===== src/rtl/register_reader_pkg.sv =====
// Shared types and sizing helpers for the register reader slice.
package register_pkg;
  typedef enum logic {IDLE = 1'b0, SHIFT = 1'b1} reader_state_t;

  // bits_left must hold the full word length, hence the extra bit.
  function automatic int cnt_width(input int bit_count);
    return $clog2(bit_count) + 1;
  endfunction
endpackage


===== src/rtl/register_reader_down_counter.sv =====
// Loadable down counter with decrement enable and zero flag; holds at zero.
module down_counter #(
  parameter int WIDTH = 4
) (
  input  logic             clk,
  input  logic             reset_n,
  input  logic             load,
  input  logic [WIDTH-1:0] value,
  input  logic             dec,
  output logic [WIDTH-1:0] count,
  output logic             zero
);
  localparam logic [WIDTH-1:0] ONE = {{(WIDTH-1){1'b0}}, 1'b1};

  always_ff @(posedge clk or negedge reset_n) begin
    if (!reset_n) begin
      count <= '0;
    end else if (load) begin
      count <= value;
    end else if (dec && (count != '0)) begin
      count <= count - ONE;
    end
  end

  assign zero = (count == '0);
endmodule


===== src/rtl/register_reader.sv =====
// Parallel-in, serial-out word reader with valid/ready on both sides and a done pulse.
module register_reader
  import register_pkg::*;
#(
  parameter int BIT_COUNT = 8,
  parameter int MSB_FIRST = 0
) (
  input  logic                              clk,
  input  logic                              reset_n,
  input  logic [BIT_COUNT-1:0]              data,
  input  logic                              load_valid,
  output logic                              load_ready,
  output logic                              serial_out,
  output logic                              serial_valid,
  input  logic                              serial_ready,
  output logic [cnt_width(BIT_COUNT)-1:0]   bits_left,
  output logic                              done
);
  localparam int CW = cnt_width(BIT_COUNT);
  localparam logic [CW-1:0] FULL = CW'(BIT_COUNT);
  localparam logic [CW-1:0] ONE  = {{(CW-1){1'b0}}, 1'b1};

  reader_state_t        state;
  logic [BIT_COUNT-1:0] shreg;
  logic                 accept;
  logic                 xfer;
  logic                 empty;

  assign accept = (state == IDLE) && load_valid;
  assign xfer   = (state == SHIFT) && serial_ready;

  down_counter #(.WIDTH(CW)) u_bits_left (
    .clk     (clk),
    .reset_n (reset_n),
    .load    (accept),
    .value   (FULL),
    .dec     (xfer),
    .count   (bits_left),
    .zero    (empty)
  );

  always_ff @(posedge clk or negedge reset_n) begin
    if (!reset_n) begin
      state <= IDLE;
      shreg <= '0;
      done  <= 1'b0;
    end else begin
      done <= 1'b0;
      case (state)
        IDLE: begin
          if (load_valid) begin
            shreg <= data;
            state <= SHIFT;
          end
        end
        SHIFT: begin
          if (serial_ready) begin
            shreg <= (MSB_FIRST != 0) ? {shreg[BIT_COUNT-2:0], 1'b0}
                                      : {1'b0, shreg[BIT_COUNT-1:1]};
            if (bits_left == ONE) begin
              state <= IDLE;
              done  <= 1'b1;
            end
          end else if (empty) begin
            // Unreachable in normal operation; never strand the FSM in SHIFT.
            state <= IDLE;
          end
        end
        default: state <= IDLE;
      endcase
    end
  end

  assign load_ready   = (state == IDLE);
  assign serial_valid = (state == SHIFT);
  assign serial_out   = (MSB_FIRST != 0) ? shreg[BIT_COUNT-1] : shreg[0];
endmodule


===== config.mk =====
export PLATFORM = sky130hd
export DESIGN_NAME = register_reader
export DESIGN_NICKNAME = d
export VERILOG_FILES = /design/src/rtl/register_reader_pkg.sv /design/src/rtl/register_reader_down_counter.sv /design/src/rtl/register_reader.sv
export SDC_FILE = /design/constraint.sdc
export NUM_CORES = 1
export LEC_CHECK = 0
export BUFFER_PORTS_ARGS = -buffer_cell sky130_fd_sc_hd__buf_2
export CAP_MARGIN = 30
export CELL_PAD_IN_SITES_DETAIL_PLACEMENT = 1
export CELL_PAD_IN_SITES_GLOBAL_PLACEMENT = 2
export CORE_MARGIN = 3
export CORE_UTILIZATION = 28
export DETAILED_ROUTE_END_ITERATION = 8
export PLACE_DENSITY_LB_ADDON = 0.1
export SLEW_MARGIN = 20
export SYNTH_ARGS = -nofsm -noshare
export SYNTH_HDL_FRONTEND = slang
export SYNTH_HIERARCHICAL = 1
export SYNTH_SLANG_ARGS = --single-unit

===== constraint.sdc =====
create_clock -name clk -period 1.5 [get_ports clk]
set_clock_uncertainty 0.15 [all_clocks]
set_input_delay 0.075 -clock clk [delete_from_list [all_inputs] [get_ports clk]]
set_output_delay 0.075 -clock clk [all_outputs]
set_load 0.02 [all_outputs]

==> key figures, run 1 <==
Run status
  – Status: finished, final reports clean

Yosys
  – Average size of a mapped cell: 9.842 um^2
  – Biggest area contributors in the synthesized netlist: dfrtp_1 43%, mux2i_1 7.4%, a211oi_1 5.6%, a21oi_1 5.0%, nor2b_1 4.7%
  – Count of synthesis-stage warnings from yosys: 6
  – EDFF count, synth: 0
  – Synthesized instance count: 82
  – Sequential area share after synthesis: 43.41%
  – Share of async-settable or async-resettable flops after synthesis: 100.0%
  – Dominant cell type by area after synthesis: dfrtp_1
  – Main flop type after synthesis: dfrtp_1
  – Distinct cell type count of the synthesized netlist: 31
  – Post-synth top area share: 43.41%
  – Mapped cell area: 807.0 um^2
  – FF+latch count, synth: 14

Critical path
  – Crit-path max cell delay: 0.43 ns
  – Arrival @ worst endpoint: 1.51 ns
  – Worst-case reg-to-reg path depth: 5
  – Data required, critical path: 1.56 ns
  – Slowest cell on the critical path: or4_4
  – FF-to-FF setup slack: 0.04 ns
  – Largest fanout on the critical path: 5
  – Bufs and invs on worst path: 1
  – Launching point of the worst reg2reg path: u_bits_left/count[1]
  – Critical Path Sink Type: register
  – Nature of the critical path startpoint: register
  – Cell family contributing the most delay on the critical path: simple AND/OR/NAND/NOR gates
  – Cells along the critical path: inv_2 -> ha_4 -> nor3b_4 -> or4_4 -> o211ai_2
  – Crit Path Class: register to register
  – FF-to-FF End: u_bits_left/count[1]

Clock tree
  – Clk pin slew, worst setup/hold paths: 0.09 ns
  – Number of buffers on the longest clock path: 2
  – Number of CTS-inserted buffers: 3
  – Clock latency reported for the late side of the worst-skew pair: 0.28 ns
  – TritonCTS clock tree: yes
  – Htree depth: 1
  – Clock Root Buffer: clkbuf_4
  – CTS Sinks: 14

STA
  – Post-layout minimum cycle time: 1.457 ns
  – Max-slew violations: 0
  – Final Hold Fails: 0
  – # setup viols final: 0
  – Fmax: 686.3 MHz
  – Post-route clock period utilization: 97.14%
  – RSZ-0062 raised after global routing: yes
  – WHS: 0.04867 ns

Global routing
  – Via count of the first global-routing pass: 779
  – Global-route usage over all layers: 13.76%
  – Largest net degree at the start of global routing: 15
  – Overflow after GRT: 0
  – Initial antenna violation count: 0
  – Wire length of the first global-routing pass: 3622 um

Final layout
  – Final cell count without fillers: 153
  – Final core utilization: 44.64%
  – Share of final-layout standard cells stronger than drive strength 1: 39.84%
  – # nets final: 137
  – Most frequent standard cell in the layout excluding fill and tap cells: buf_2
  – Flip-flop and latch area: 354.1 um^2
  – Fillcell total: 303
  – Commonest non-fill, non-tap cells in the layout: 19 x buf_2, 11 x dfrtp_1, 10 x dlygate4sd3_1, 10 x buf_4, 8 x a21oi_1
  – Relative area change from synthesis to final layout: 44.50%
  – Multi-input combinational cell area: 445.4 um^2
  – Number of inserted diodes: 0

Worst hold path
  – Origin of the worst min-delay path: serial_ready
  – Number of cells on the worst hold path: 4
  – End point of the worst hold path: shreg[6]
  – Worst min path class: primary input to register

Detailed routing
  – Via density: 4.967
  – Initial DRC count: 9
  – Final Routed Wirelength: 2188 um
  – DR vias: 760
  – Number of remaining DRC errors: 0
  – Post-detailed-route count of antenna-violating nets: 0
  – Pre-Repair DR Iteration Count: 4
  – Average wire per cell in the routed design: 14.30 um

Floorplan
  – Number of core rows: 18
  – Die area: 0.003562 mm^2
  – Initial Utilization: 30.89%
  – Height of the chip: 59.69 um
  – Area inside the core boundary: 0.002613 mm^2
  – Count of boundary I/O pins: 20
  – Floorplan die width: 59.69 um

Power
  – Max IR drop VDD: 0.0009143 V
  – Leakage power of the design: 0.5420 nW
  – Power density cells: 1836 mW/mm^2

Place
  – Port Buf Inserts: 19
  – Final GP Congestion: 0.6939
  – Detailed Place HPWL: 1503 um
  – Placed instance count: 138

Flow run
  – Number of max-cap violations: 0
-- per-stage QoR --
step                      TNS [ns]  setup WS, ns  power (mW)  instance area, um^2
final                            0       0.04287       2.141                 1166
after global routing      -0.04721      -0.03394       2.349                 1166
after CTS                        0      0.003885       2.097                 1136
after detailed placement  -0.03539      -0.03539       1.787                996.0
after global placement    -0.01043      -0.01043       1.757                996.0
after floorplan            -0.1504       -0.1152       1.410                827.0
-- Yosys cell counts (2+ instances only) --
| cell type | number |
|---|---|
| inv_1 | 7 |
| a21oi_1 | 8 |
| dfrtp_1 | 14 |
| conb_1 | 2 |
| nor3_1 | 3 |
| nor2b_1 | 6 |
| a211oi_1 | 6 |
| nand2_1 | 4 |
| mux2i_1 | 6 |
| buf_4 | 2 |
| o21ai_0 | 4 |
-- routing by layer --
| layer | routed length, um | share of wire (%) | vias to the layer above | global-route usage (%) |
|---|---|---|---|---|
| li1 | - | - | 371 | - |
| met4 | 15 | 0.69 | 0 | 2.848 |
| met2 | 1007 | 46 | 16 | 21.76 |
| met3 | 96 | 4.4 | 2 | 4.536 |
| met1 | 1068 | 49 | 371 | 18.25 |
| met5 | 0 | 0 | - | 0 |
-- cells by family after synthesis --
family / synth area share (%)
fa+ha+maj: 1.550
other cells: 0.9306
flops: 43.41
mux: 7.442
buf+inv: 7.596
simple gates: 19.38
compound gates: 19.69
-- power by group --
| group | switching [mW] | total, mW | leakage, nW | internal (mW) |
|---|---|---|---|---|
| Sequential | 0.169 | 0.733 | 0.163 | 0.564 |
| Combinational | 0.612 | 1.18 | 0.364 | 0.568 |
| Clock | 0.124 | 0.227 | 0.0150 | 0.103 |
| Total | 0.906 | 2.14 | 0.542 | 1.23 |
-- final cells by class --
cell class / count / share of cell area [%]
clock buffers: 4 / 2.253
inverters: 8 / 2.790
multi-input cells: 58 / 38.20
flip-flops and latches: 14 / 30.36
well taps: 30 / 3.219
repair buffers: 39 / 23.18
-- timing repair --
action,4_1_cts,5_1_grt
hold endpoints to repair,23,0
pin swaps,2,1
buffers inserted,0,1
endpoints found under the setup margin,1,5
gates resized for setup,3,9
hold buffers,10,0
-- registers in the layout (all words and copies together), names as in the netlist --
signal,flops
shreg,8
u_bits_left/count,4
done,1
serial_valid,1
-- tightest hold or removal path: stages --
cell and delay (ns):
buf_2 0.10, nand2_2 0.07, o22ai_1 0.13, a21oi_1 0.05
-- worst max path at each step --
stage                               startpoint                    to  slack [ns]  depth (start not counted)
final                     u_bits_left/count[1]  u_bits_left/count[1]        0.04                          5
after global routing      u_bits_left/count[0]  u_bits_left/count[0]       -0.03                          5
after CTS                 u_bits_left/count[0]  u_bits_left/count[3]       0.004                          4
after detailed placement  u_bits_left/count[1]  u_bits_left/count[1]       -0.04                          4
after global placement    u_bits_left/count[0]  u_bits_left/count[1]       -0.01                          4
after floorplan                   serial_valid  u_bits_left/count[1]       -0.12                          5
Note: power is estimated with default switching activity, not from simulation.
==> inputs of run 2 (changes only) <==
Settings changed: MAX_ROUTING_LAYER set to met4.
==> run 2 against run 1 <==
- count of clock-buffer cells in the layout did not move
- first-iteration DRC count did not move
- worst hold slack got worse by 0.0053 ns
- non-clock buffer count did not move
- largest cell class unchanged
- largest power group unchanged
- highest routed layer unchanged
==> key figures, run 2 (synthesized netlist as in run 1, its figures left out) <==
Run status
  – Status: finished, final reports clean

STA
  – # setup viols final: 0 (unchanged)
  – RSZ-0062 raised after global routing: yes
  – Fmax: 685.4 MHz (-0.12%)
  – Final Hold Fails: 0 (unchanged)
  – Post-route clock period utilization: 97.26% (+0.12 points)
  – Max-slew violations: 0 (unchanged)
  – Post-layout minimum cycle time: 1.459 ns (+0.001819 ns)

Clock tree
  – CTS Sinks: 14 (unchanged)
  – Number of CTS-inserted buffers: 3 (unchanged)
  – Clk pin slew, worst setup/hold paths: 0.09 ns (about the same)
  – Htree depth: 1 (unchanged)
  – Number of buffers on the longest clock path: 2 (unchanged)
  – Clock latency reported for the late side of the worst-skew pair: 0.28 ns (about the same)
  – TritonCTS clock tree: yes
  – Clock Root Buffer: clkbuf_4

Floorplan
  – Initial Utilization: 30.89% (unchanged)
  – Number of core rows: 18 (unchanged)
  – Area inside the core boundary: 0.002613 mm^2 (unchanged)
  – Die area: 0.003562 mm^2 (unchanged)
  – Height of the chip: 59.69 um (unchanged)
  – Count of boundary I/O pins: 20 (unchanged)
  – Floorplan die width: 59.69 um (unchanged)

Worst hold path
  – End point of the worst hold path: shreg[6]
  – Number of cells on the worst hold path: 4 (unchanged)
  – Origin of the worst min-delay path: serial_ready
  – Worst min path class: primary input to register

Final layout
  – Most frequent standard cell in the layout excluding fill and tap cells: buf_2
  – Commonest non-fill, non-tap cells in the layout: 19 x buf_2, 11 x dfrtp_1, 10 x dlygate4sd3_1, 10 x buf_4, 8 x a21oi_1
  – Final core utilization: 44.64% (unchanged)
  – Number of inserted diodes: 0 (unchanged)
  – Number of flip-flops under the largest register name: 8 (unchanged)
  – Multi-input combinational cell area: 445.4 um^2 (unchanged)
  – # nets final: 137 (unchanged)
  – Flip-flop and latch area: 354.1 um^2 (unchanged)
  – Relative area change from synthesis to final layout: 44.50% (unchanged)
  – Register with the most flip-flops: shreg
  – Share of final-layout standard cells stronger than drive strength 1: 39.84% (unchanged)
  – Largest registers: shreg: 8 flops, u_bits_left/count: 4 flops
  – Fillcell total: 303 (unchanged)

Critical path
  – Arrival @ worst endpoint: 1.48 ns (-0.03 ns)
  – Worst-case reg-to-reg path depth: 5 (unchanged)
  – Launching point of the worst reg2reg path: u_bits_left/count[0]
  – Nature of the critical path startpoint: register
  – Data required, critical path: 1.52 ns (-0.04 ns)
  – FF-to-FF End: u_bits_left/count[0]
  – FF-to-FF setup slack: 0.04 ns (about the same)
  – Critical Path Sink Type: register
  – Largest fanout on the critical path: 5 (unchanged)
  – Crit Path Class: register to register

Detailed routing
  – Via density: 4.948 (-0.39%)
  – Pre-Repair DR Iteration Count: 4 (unchanged)
  – Post-detailed-route count of antenna-violating nets: 0 (unchanged)
  – DR vias: 757 (-0.39%)
  – Final Routed Wirelength: 2187 um (about the same)
  – Average wire per cell in the routed design: 14.29 um (about the same)
  – Number of remaining DRC errors: 0 (unchanged)
  – Initial DRC count: 9 (unchanged)

Global routing
  – Global routing usage on met1: 18.25% (unchanged)
  – Via count of the first global-routing pass: 780 (+0.13%)
  – Routing usage on met3: 4.536% (unchanged)
  – Met2 Usage GRT: 21.76% (unchanged)
  – Global-route usage over all layers: 14.15% (+0.40 points)
  – Largest net degree at the start of global routing: 15 (unchanged)
  – Most congested layer reported by global routing: met2
  – Overflow after GRT: 0 (unchanged)
  – Initial antenna violation count: 0 (unchanged)
  – Wire length of the first global-routing pass: 3622 um (unchanged)

Place
  – Detailed Place HPWL: 1503 um (unchanged)
  – Port Buf Inserts: 19 (unchanged)
  – Final GP Congestion: 0.7014 (+1.1%)

Power
  – Power density cells: 1839 mW/mm^2 (+0.15%)
  – Leakage power of the design: 0.5420 nW (unchanged)
  – Final Total Pwr: 2.144 mW (+0.15%)
  – Max IR drop VDD: 0.0009149 V (about the same)

Flow run
  – Number of max-cap violations: 0 (unchanged)
==> run 2: repair_timing <==
action | in CTS | in global routing
resized for setup | 3 | 9
pin swaps | 2 | 1
hold buffers | 10 | 0
hold endpoints to repair | 23 | 0
buffers inserted | 0 | 1
setup endpoints to repair | 1 | 5
==> run 2: final cells by class <==
cell class,count,area share [%]
tap,30,3.219
timing repair buffer,39,23.18
sequential,14,30.36
multi-input combinational,58,38.20
inverter,8,2.790
clock buffer,4,2.253
==> run 2: how the worst max path moves through the flow <==
stage	start	to	slack (ns)	depth (start not counted)
after global routing	u_bits_left/count[0]	u_bits_left/count[0]	-0.03	5
after floorplan	serial_valid	u_bits_left/count[1]	-0.12	5
final	u_bits_left/count[0]	u_bits_left/count[0]	0.04	5
after detailed placement	u_bits_left/count[1]	u_bits_left/count[1]	-0.04	4
after global placement	u_bits_left/count[0]	u_bits_left/count[1]	-0.01	4
after CTS	u_bits_left/count[0]	u_bits_left/count[3]	0.004	4
==> run 2: critical path, stage by stage, from the launching register on <==
cell,delay [ns]
dfrtp_2,0.42
inv_2,0.07
ha_4,0.14
nor3b_4,0.26
nor3_1,0.08
o31a_1,0.24
==> run 2: layer usage <==
metal / wire [um] / vias up
met1: 1073 / 370
met4: 15 / 0
met2: 1006 / 14
met5: 0 / -
met3: 91 / 2
li1: - / 371
==> run 2: power breakdown <==
group	leakage [nW]	switching, mW	internal (mW)	total [mW]
Sequential	0.163	0.170	0.564	0.733
Combinational	0.364	0.613	0.568	1.18
Clock	0.0150	0.127	0.103	0.230
==> run 2: per-stage QoR <==
| step | area (um^2) | setup TNS [ns] | hold WS [ns] | std cells | worst slack, ns |
|---|---|---|---|---|---|
| 6_report | 1166 | 0 | 0.04338 | 153 | 0.04105 |
| 5_1_grt | 1166 | -0.04721 | 0.08022 | 153 | -0.03394 |
| 4_1_cts | 1136 | 0 | 0.04322 | 152 | 0.003885 |
| 3_5_place_dp | 996.0 | -0.03539 | -0.1482 | 138 | -0.03539 |
| 3_3_place_gp | 996.0 | -0.01043 | -0.1419 | 138 | -0.01043 |
| 2_1_floorplan | 827.0 | -0.1504 | -0.3706 | 84 | -0.1152 |
==> inputs of run 3 (changes only) <==
==> constraint.sdc (replaced) <==
create_clock -name clk -period 1.5 [get_ports clk]
set_clock_uncertainty 0.15 [all_clocks]
set_input_delay 0.15 -clock clk [delete_from_list [all_inputs] [get_ports clk]]
set_output_delay 0.15 -clock clk [all_outputs]
set_load 0.02 [all_outputs]
==> run 3 against run 2 <==
- flip-flop and latch count unchanged
- die area unchanged
- maximum frequency about the same
- utilization shrank 1.4 points
- setup slack about the same
- combinational power is essentially flat
- non-clock buffer count is 4 lower
- critical path depth shrank 1
- design area shrank 3.2%
- register-to-register slack is essentially flat
- cell count down 2.6%
- critical path type unchanged
==> key figures, run 3 (synthesized netlist as in run 1, its figures left out) <==
Run status
  – Status: finished, final reports clean

Final layout
  – Number of flip-flops under the largest register name: 8 (unchanged)
  – Share of final-layout standard cells stronger than drive strength 1: 39.50% (-0.34 points)
  – Final cell count without fillers: 149 (-2.6%)
  – Relative area change from synthesis to final layout: 39.84%
  – Final core utilization: 43.20% (-1.4 points)
  – Register with the most flip-flops: shreg
  – Fillcell total: 302 (-0.33%)
  – Number of inserted diodes: 0 (unchanged)
  – Commonest non-fill, non-tap cells in the layout: 18 x buf_2, 11 x dfrtp_1, 10 x buf_4, 8 x a21oi_1
  – # nets final: 133 (-2.9%)
  – Largest registers: shreg: 8 flops, u_bits_left/count: 4 flops
  – Most frequent standard cell in the layout excluding fill and tap cells: buf_2

Floorplan
  – Floorplan die width: 59.69 um (unchanged)
  – Height of the chip: 59.69 um (unchanged)
  – Number of core rows: 18 (unchanged)
  – Die area: 0.003562 mm^2 (unchanged)
  – Initial Utilization: 30.89% (unchanged)
  – Area inside the core boundary: 0.002613 mm^2 (unchanged)
  – Count of boundary I/O pins: 20 (unchanged)

Detailed routing
  – Initial DRC count: 14 (+5)
  – DR vias: 717 (-5.3%)
  – Final Routed Wirelength: 2051 um (-6.2%)
  – Via density: 4.812 (-2.7%)
  – Average wire per cell in the routed design: 13.77 um (-3.7%)
  – Post-detailed-route count of antenna-violating nets: 0 (unchanged)
  – Number of remaining DRC errors: 0 (unchanged)
  – Pre-Repair DR Iteration Count: 4 (unchanged)

Power
  – Final Total Pwr: 2.178 mW (+1.6%)
  – Max IR drop VDD: 0.0009564 V (+4.5%)
  – Leakage power of the design: 0.5267 nW (-2.8%)
  – Power density cells: 1930 mW/mm^2 (+5.0%)

Clock tree
  – Number of buffers on the longest clock path: 2 (unchanged)
  – Htree depth: 1 (unchanged)
  – CTS Sinks: 14 (unchanged)
  – Clk pin slew, worst setup/hold paths: 0.10 ns (about the same)
  – Number of CTS-inserted buffers: 3 (unchanged)
  – Clock Root Buffer: clkbuf_4
  – Clock latency reported for the late side of the worst-skew pair: 0.29 ns (about the same)
  – TritonCTS clock tree: yes

Place
  – Final GP Congestion: 0.7025 (+0.16%)
  – Placed instance count: 138 (unchanged)
  – Detailed Place HPWL: 1486 um (-1.1%)
  – Port Buf Inserts: 19 (unchanged)

Global routing
  – Global-route usage over all layers: 13.42% (-0.74 points)
  – Overflow after GRT: 0 (unchanged)
  – Via count of the first global-routing pass: 739 (-5.3%)
  – Initial antenna violation count: 0 (unchanged)
  – Wire length of the first global-routing pass: 3491 um (-3.6%)
  – Largest net degree at the start of global routing: 15 (unchanged)

Critical path
  – Crit Path Class: register to register
  – Nature of the critical path startpoint: register
  – Arrival @ worst endpoint: 1.49 ns (about the same)
  – Critical Path Sink Type: register
  – Data required, critical path: 1.53 ns (about the same)
  – Largest fanout on the critical path: 4 (-1)

STA
  – Post-layout minimum cycle time: 1.459 ns (+0.0002508 ns)
  – Max-slew violations: 0 (unchanged)
  – RSZ-0062 raised after global routing: yes
  – Final Hold Fails: 0 (unchanged)
  – # setup viols final: 0 (unchanged)
  – Fmax: 685.3 MHz (about the same)
  – Post-route clock period utilization: 97.28% (about the same)

Flow run
  – Number of max-cap violations: 0 (unchanged)

Worst hold path
  – Worst min path class: primary input to register
-- run 3: through the flow --
step	TNS (ns)	instance area (um^2)	hold slack, ns	setup slack, ns
floorplan	-0.1504	827.0	-0.2956	-0.1152
global placement	-0.01133	996.0	-0.06954	-0.01133
detailed placement	-0.04121	996.0	-0.07323	-0.04121
CTS	0	1105	0.001164	0.001480
global route	-0.1149	1129	0.01341	-0.04622
finish	0	1129	0.009264	0.04080
-- run 3: final timing paths --
kind,slack (ns),startpoint,end,cells past startpoint
max,0.04,u_bits_left/count[1],u_bits_left/count[3],4
min,0.009,data[4],shreg[4],3
max reg2reg,0.04,u_bits_left/count[1],u_bits_left/count[3],4
min reg2reg,0.37,shreg[7],shreg[7],1
max in group asynchronous,0.78,reset_n,serial_valid,2
min in group asynchronous,0.14,reset_n,done,2
-- run 3: layer usage --
| layer | GRT usage, % | wire, um | vias to the layer above |
|---|---|---|---|
| met4 | 2.848 | 6 | 0 |
| li1 | - | - | 360 |
| met2 | 18.36 | 931 | 14 |
| met1 | 19.29 | 1016 | 341 |
| met5 | - | 0 | - |
| met3 | 4.104 | 96 | 2 |
-- run 3: final cells by class --
cell class	count	area, um^2	area share, %
well taps	30	37.54	3.326
multi-input cells	58	434.2	38.47
flip-flops and latches	14	354.1	31.37
inverters	8	30.03	2.661
repair buffers	35	236.5	20.95
clock buffers	4	36.28	3.215
-- run 3: what timing repair did --
action / CTS / global route
gates cloned: 0 / 0
setup endpoints to repair: 2 / 5
hold endpoints to repair: 19 / 0
setup buffers: 0 / 1
gates resized for setup: 3 / 6
pin swaps: 2 / 3
hold buffers: 6 / 0
-- run 3: where the power goes --
part,internal [mW],leakage [nW],switching (mW)
sequential,0.563,0.163,0.155
combinational,0.568,0.343,0.608
clock,0.148,0.0210,0.135
total,1.28,0.527,0.899
-- run 3: worst max-delay path: stages, from the launching register on --
cell and delay [ns]:
dfrtp_2 0.42, buf_4 0.16, nor4b_4 0.27, nor3b_1 0.08, a221o_1 0.28
